### config.mk
export PLATFORM = sky130hd
export DESIGN_NAME = bcdu_digit_reader
export DESIGN_NICKNAME = d
export VERILOG_FILES = /design/src/rtl/bcdu_digit_reader.sv
export SDC_FILE = /design/constraint.sdc
export NUM_CORES = 1
export LEC_CHECK = 0
export ABC_AREA = 1
export BUFFER_PORTS_ARGS = -buffer_cell sky130_fd_sc_hd__buf_2
export CAP_MARGIN = 20
export CORE_MARGIN = 2
export CORE_UTILIZATION = 38
export DETAILED_ROUTE_END_ITERATION = 6
export PLACE_DENSITY = 0.65
export SYNTH_ARGS = -nofsm -noshare
export SYNTH_HDL_FRONTEND = slang
export SYNTH_SLANG_ARGS = --single-unit
export TNS_END_PERCENT = 50
### constraint.sdc
create_clock -name i_clk -period 2.1 [get_ports i_clk]
set_input_delay 0.105 -clock i_clk [delete_from_list [all_inputs] [get_ports i_clk]]
set_output_delay 0.105 -clock i_clk [all_outputs]
set_load 0.05 [all_outputs]
### src/rtl/bcdu_digit_reader.sv
// Reads one bcdu register digit by digit (COPY to scratch, then NUM_DIGITS shift-lefts)
// and presents a leading-zero-blanked display word to the 7-segment driver.
module bcdu_digit_reader #(
    parameter int         NUM_DIGITS   = 4,
    parameter int         ADDR_WIDTH   = 2,
    parameter int         SCRATCH_ADDR = 3,
    parameter logic [3:0] OPC_COPY     = 4'h1,
    parameter logic [3:0] OPC_SHL      = 4'h4
) (
    input  logic                    i_clk,
    input  logic                    i_rst,
    input  logic                    i_start,
    input  logic [ADDR_WIDTH-1:0]   i_src_addr,
    output logic                    o_busy,
    output logic                    o_done,
    output logic                    o_err,
    output logic [NUM_DIGITS*4-1:0] o_digits,
    output logic                    o_bcdu_valid,
    output logic [15:0]             o_bcdu_instr,
    input  logic                    i_bcdu_ready,
    input  logic [3:0]              i_bcdu_digit,
    output logic [2:0]              o_dbg_state
);

    // Handshake: an instruction transfers on a cycle with o_bcdu_valid && i_bcdu_ready;
    // valid/instr are registered, held stable until transfer, and valid drops the cycle after.

    localparam int               W        = NUM_DIGITS * 4;
    localparam int               IDX_W    = (NUM_DIGITS > 1) ? $clog2(NUM_DIGITS) : 1;
    localparam logic [3:0]       SCRATCH  = 4'(SCRATCH_ADDR);
    localparam logic [15:0]      SHL_WORD = {OPC_SHL, SCRATCH, 4'h0, 4'h1};
    localparam logic [IDX_W-1:0] LAST_IDX = IDX_W'(NUM_DIGITS - 1);

    typedef enum logic [2:0] {
        S_IDLE       = 3'd0,
        S_ISSUE_COPY = 3'd1,
        S_WAIT_COPY  = 3'd2,
        S_ISSUE_SHL  = 3'd3,
        S_WAIT_SHL   = 3'd4,
        S_FINISH     = 3'd5
    } state_t;

    state_t           state;
    logic             wait_first;
    logic             err_sticky;
    logic [IDX_W-1:0] idx;
    logic [W-1:0]     shadow;

    logic [3:0]       cap_digit;
    logic             cap_bad;
    logic [IDX_W-1:0] slot;
    logic [W-1:0]     shadow_cap;
    logic [15:0]      copy_word;

    assign o_dbg_state = state;

    // Leading zeros from the MSD become blank; the LSD always stays visible.
    function automatic logic [W-1:0] blank_leading(input logic [W-1:0] d);
        logic [W-1:0] r;
        logic         lead;
        r    = d;
        lead = 1'b1;
        for (int i = NUM_DIGITS - 1; i >= 1; i--) begin
            if (lead && d[i*4 +: 4] == 4'h0) begin
                r[i*4 +: 4] = 4'hF;
            end else begin
                lead = 1'b0;
            end
        end
        return r;
    endfunction

    always_comb begin
        cap_bad    = (i_bcdu_digit > 4'd9);
        cap_digit  = cap_bad ? 4'hF : i_bcdu_digit;
        slot       = LAST_IDX - idx;
        shadow_cap = shadow;
        for (int i = 0; i < NUM_DIGITS; i++) begin
            if (i == int'(slot)) begin
                shadow_cap[i*4 +: 4] = cap_digit;
            end
        end
        copy_word  = {OPC_COPY, SCRATCH, 4'(i_src_addr), 4'h0};
    end

    always_ff @(posedge i_clk) begin
        if (i_rst) begin
            state        <= S_IDLE;
            wait_first   <= 1'b0;
            err_sticky   <= 1'b0;
            idx          <= '0;
            shadow       <= '0;
            o_busy       <= 1'b0;
            o_done       <= 1'b0;
            o_err        <= 1'b0;
            o_digits     <= '1;
            o_bcdu_valid <= 1'b0;
            o_bcdu_instr <= 16'h0;
        end else begin
            o_done <= 1'b0;
            o_err  <= 1'b0;
            case (state)
                S_IDLE: begin
                    if (i_start) begin
                        o_busy       <= 1'b1;
                        err_sticky   <= 1'b0;
                        idx          <= '0;
                        shadow       <= '0;
                        o_bcdu_valid <= 1'b1;
                        o_bcdu_instr <= copy_word;
                        state        <= S_ISSUE_COPY;
                    end
                end
                S_ISSUE_COPY: begin
                    if (i_bcdu_ready) begin
                        o_bcdu_valid <= 1'b0;
                        wait_first   <= 1'b1;
                        state        <= S_WAIT_COPY;
                    end
                end
                // The bcdu still shows ready for one cycle after accept, so that cycle is skipped.
                S_WAIT_COPY: begin
                    if (wait_first) begin
                        wait_first <= 1'b0;
                    end else if (i_bcdu_ready) begin
                        idx          <= '0;
                        o_bcdu_valid <= 1'b1;
                        o_bcdu_instr <= SHL_WORD;
                        state        <= S_ISSUE_SHL;
                    end
                end
                S_ISSUE_SHL: begin
                    if (i_bcdu_ready) begin
                        o_bcdu_valid <= 1'b0;
                        wait_first   <= 1'b1;
                        state        <= S_WAIT_SHL;
                    end
                end
                S_WAIT_SHL: begin
                    if (wait_first) begin
                        wait_first <= 1'b0;
                    end else if (i_bcdu_ready) begin
                        shadow <= shadow_cap;
                        if (cap_bad) begin
                            err_sticky <= 1'b1;
                        end
                        if (idx == LAST_IDX) begin
                            o_digits <= blank_leading(shadow_cap);
                            o_done   <= 1'b1;
                            o_err    <= err_sticky | cap_bad;
                            state    <= S_FINISH;
                        end else begin
                            idx          <= idx + 1'b1;
                            o_bcdu_valid <= 1'b1;
                            o_bcdu_instr <= SHL_WORD;
                            state        <= S_ISSUE_SHL;
                        end
                    end
                end
                S_FINISH: begin
                    o_busy <= 1'b0;
                    state  <= S_IDLE;
                end
                default: begin
                    o_busy       <= 1'b0;
                    o_bcdu_valid <= 1'b0;
                    state        <= S_IDLE;
                end
            endcase
        end
    end

endmodule

==> impl_metrics.csv <==
group,metric,value,unit
clocking,cts_tree,"yes",
worst_hold_path,hp-class,"in2reg",
routing,dr_total_vias,1933,
clocking,clock_tree.htree_level_count,2,
global_routing,maximum_number_of_pins_on_one_net_before_global_route_repair,21,
logic_synthesis,yosysUniqueCellTypes,32,
global_routing,grt_pass1_wl,7940,microns
clocking,number_of_gates_given_a_new_drive_strength_after_cts,0,
routing,firstDrtPassIters,4,
global_routing,grt_antenna_before_repair,0,
layout,areaGrowthSynthToFinish,13.4,%
global_routing,track_usage,0.155,
pwr,power_density,1080,mW/mm^2
logic_synthesis,ys_ff_latch,45,
sta,slew_violations,0,
placement,gp_congestion,0.908,
critical_path,worst-endpoint-required,2.34,ns
sta,post-route-worst-setup-slack,0.274,ns
routing,antenna_violating_nets_post_route,0,
outcome,run_status,"finished, final reports clean",
placement,port_buffers,39,
placement,preCtsSetupSlack,0.296,ns
sta,setup_repair_after_global_routing_missed_its_margin,"no",
logic_synthesis,yosys_most_used_dff,"dfxtp_1",
routing,routed_via_density,4.86,
placement,hpwlAfterDp,3500,microns
logic_synthesis,avgSynthCellArea,7.56,sq um
logic_synthesis,synth_warnings,0,
critical_path,timing.critical_path.to_type,"flip-flop",
floorplanning,initial_core_util,0.394,
floorplanning,design.die.area,0.00633,sq mm
layout,antenna_cells_inserted,0,
clocking,number_of_clock_sinks_seen_by_cts,45,
clocking,numCtsBuffers,5,
critical_path,path_max_fanout,8,
routing,routed_wire_per_std_cell,11.9,microns
logic_synthesis,number_of_enable_type_register_cells_in_the_synthesized_netlist,0,
layout,instances_no_fill,398,
logic_synthesis,synth_top_area_frac,0.415,
routing,count_of_routing_violations_after_the_opening_detailed_route_iteration,190,
layout,final_net_count,339,
placement,dp_cell_count,390,
sta,final_hold_viol_count,0,
clocking,clockRootBuffer,"clkbuf_8",
logic_synthesis,synth_top_cells_by_area,"dfxtp_1 (41%), nand2_1 (14%), a21oi_1 (5.3%), a21oi_2 (4.8%), buf_4 (4.5%)",
critical_path,startpoint_type,"flip-flop",
layout,post_route_cells_drive_above_1_share,0.261,
logic_synthesis,ys_seq_area_frac,0.415,
floorplanning,fp.dieH,79.6,microns
clocking,cts_hold_buffers,0,
routing,wirelength,4730,microns
logic_synthesis,synth_top_cell_by_area,"dfxtp_1",
sta,skew,0.00343,ns
run,max_cap_viol_count,0,
sta,final.min_clock_period,1.83,ns
layout,mostFrequentLayoutCell,"nand2_1",
sta,finalHoldWorstSlack,0.0669,ns
pwr,vdd_ir_drop_max,0.446,mV
logic_synthesis,area_of_the_mapped_netlist,0.00217,sq mm
layout,most_used_cells_in_the_layout_excluding_fill_and_tap_cells,"nand2_1 (79), dfxtp_1 (45), buf_2 (39)",
sta,min_period_over_period,0.870,
global_routing,globalRouteOverflowTotal,0,
floorplanning,design.core.area,0.00551,sq mm
pwr,power.leakage,1.07,nW
critical_path,worst_ep_arrival_time,2.06,ns
routing,drt_drc_violations_left,0,
floorplanning,num_rows,27,
layout,fill_cells,581,
floorplanning,die_width,79.6,microns
logic_synthesis,synth_async_sr_flop_share,0,
clocking,post-cts-setup-buffers,0,
clocking,clk_latency,0.29,ns
logic_synthesis,synthCells,287,
sta,final-setup-viol-count,0,
sta,totalNegativeSetupSlack,0,ns
sta,fmax,548,MHz
global_routing,grt_pass1_vias,1721,
clocking,clock_path_buffers,2,
clocking,worst_setup_hold_path_clk_slew,0.08,ns
critical_path,path_class,"reg2reg",
floorplanning,ioPinCount,49,
[registers in the layout, summed over array words and instances, names as in the netlist]
name	cells
o_digits	16
shadow	13
wait_first	1
o_bcdu_valid	1
err_sticky	1
idx	2
o_err	1
o_busy	1
o_dbg_state	3
o_bcdu_instr	5
o_done	1
[cell usage after synthesis, types with 3 or more instances]
library cell  count
nand2_1          79
a21oi_2          12
nand3_1          13
nor2_4            5
o21a_1            3
dfxtp_1          45
ha_1              4
a21oi_1          23
a31oi_1           4
o21ai_0          14
inv_2             5
nor2_1            8
inv_1            22
nor3_1            6
or2_2             6
nand2_2           3
o21ai_1           3
buf_4            13
[logic make-up (layout without fill, tap and decap cells)]
logic type / count (synthesis) / after routing / share of synthesized area
AND/OR/NAND/NOR: 125 / 125 / 0.266
AO/OA/AOI/OAI: 65 / 65 / 0.186
buffers and inverters: 47 / 78 / 0.108
flip-flops: 45 / 45 / 0.415
adder cells (fa/ha/maj): 4 / 4 / 0.0231
other: 1 / 9 / 0.00173
[worst paths after layout]
| path | from | endpoint | slack (ns) | depth (start not counted) |
|---|---|---|---|---|
| worst max-delay path | idx[0]$_SDFFE_PP0P_ | o_digits[4]$_SDFFE_PP1P_ | 0.27 | 10 |
| worst max register to register | idx[0]$_SDFFE_PP0P_ | o_digits[4]$_SDFFE_PP1P_ | 0.27 | 10 |
| worst min-delay path | i_src_addr[1] | o_bcdu_instr[5]$_SDFFE_PP0P_ | 0.07 | 3 |
| worst min register to register | o_digits[2]$_SDFFE_PP1P_ | o_digits[2]$_SDFFE_PP1P_ | 0.45 | 2 |
[critical path, stage by stage, from the launching register on]
cell and delay [ns]:
dfxtp_1 0.39, inv_1 0.10, ha_1 0.28, or2_2 0.30
nand2_1 0.08, nand2_1 0.06, nor2_2 0.19, nand3_1 0.18
nand2_1 0.10, nand2_1 0.05, nand2_1 0.05
[power breakdown]
part / switching (W) / internal, W / total, W
clock: 0.000279 / 0.000231 / 0.000510
combinational: 0.000853 / 0.000274 / 0.00113
sequential: 0.0000774 / 0.000938 / 0.00102
[metal layers]
layer	vias up	GRT usage	wire length [microns]
li1	989	-	-
met1	879	0.214	2280
met2	59	0.245	2160
met3	6	0.0249	235
met4	0	0.0569	54
met5	-	0	0
[layout make-up]
| class | instances | area [sq um] | area share |
|---|---|---|---|
| inverter | 28 | 105 | 0.0427 |
| timing repair buffer | 42 | 218 | 0.0885 |
| multi-input combinational | 203 | 1060 | 0.433 |
| tap | 72 | 90.1 | 0.0366 |
| clock inverter | 2 | 10.0 | 0.00407 |
| clock buffer | 6 | 72.6 | 0.0295 |
| sequential | 45 | 901 | 0.366 |
[metrics by stage]
step / util / instance area (sq um) / power, W
CTS: 0.447 / 2460 / 0.00267
detailed placement: 0.432 / 2380 / 0.00216
global route: 0.447 / 2460 / 0.00281
finish: 0.447 / 2460 / 0.00265
floorplan: - / 2200 / 0.00197
global placement: 0.432 / 2380 / 0.00215
Note: power is estimated with default switching activity, not from simulation.
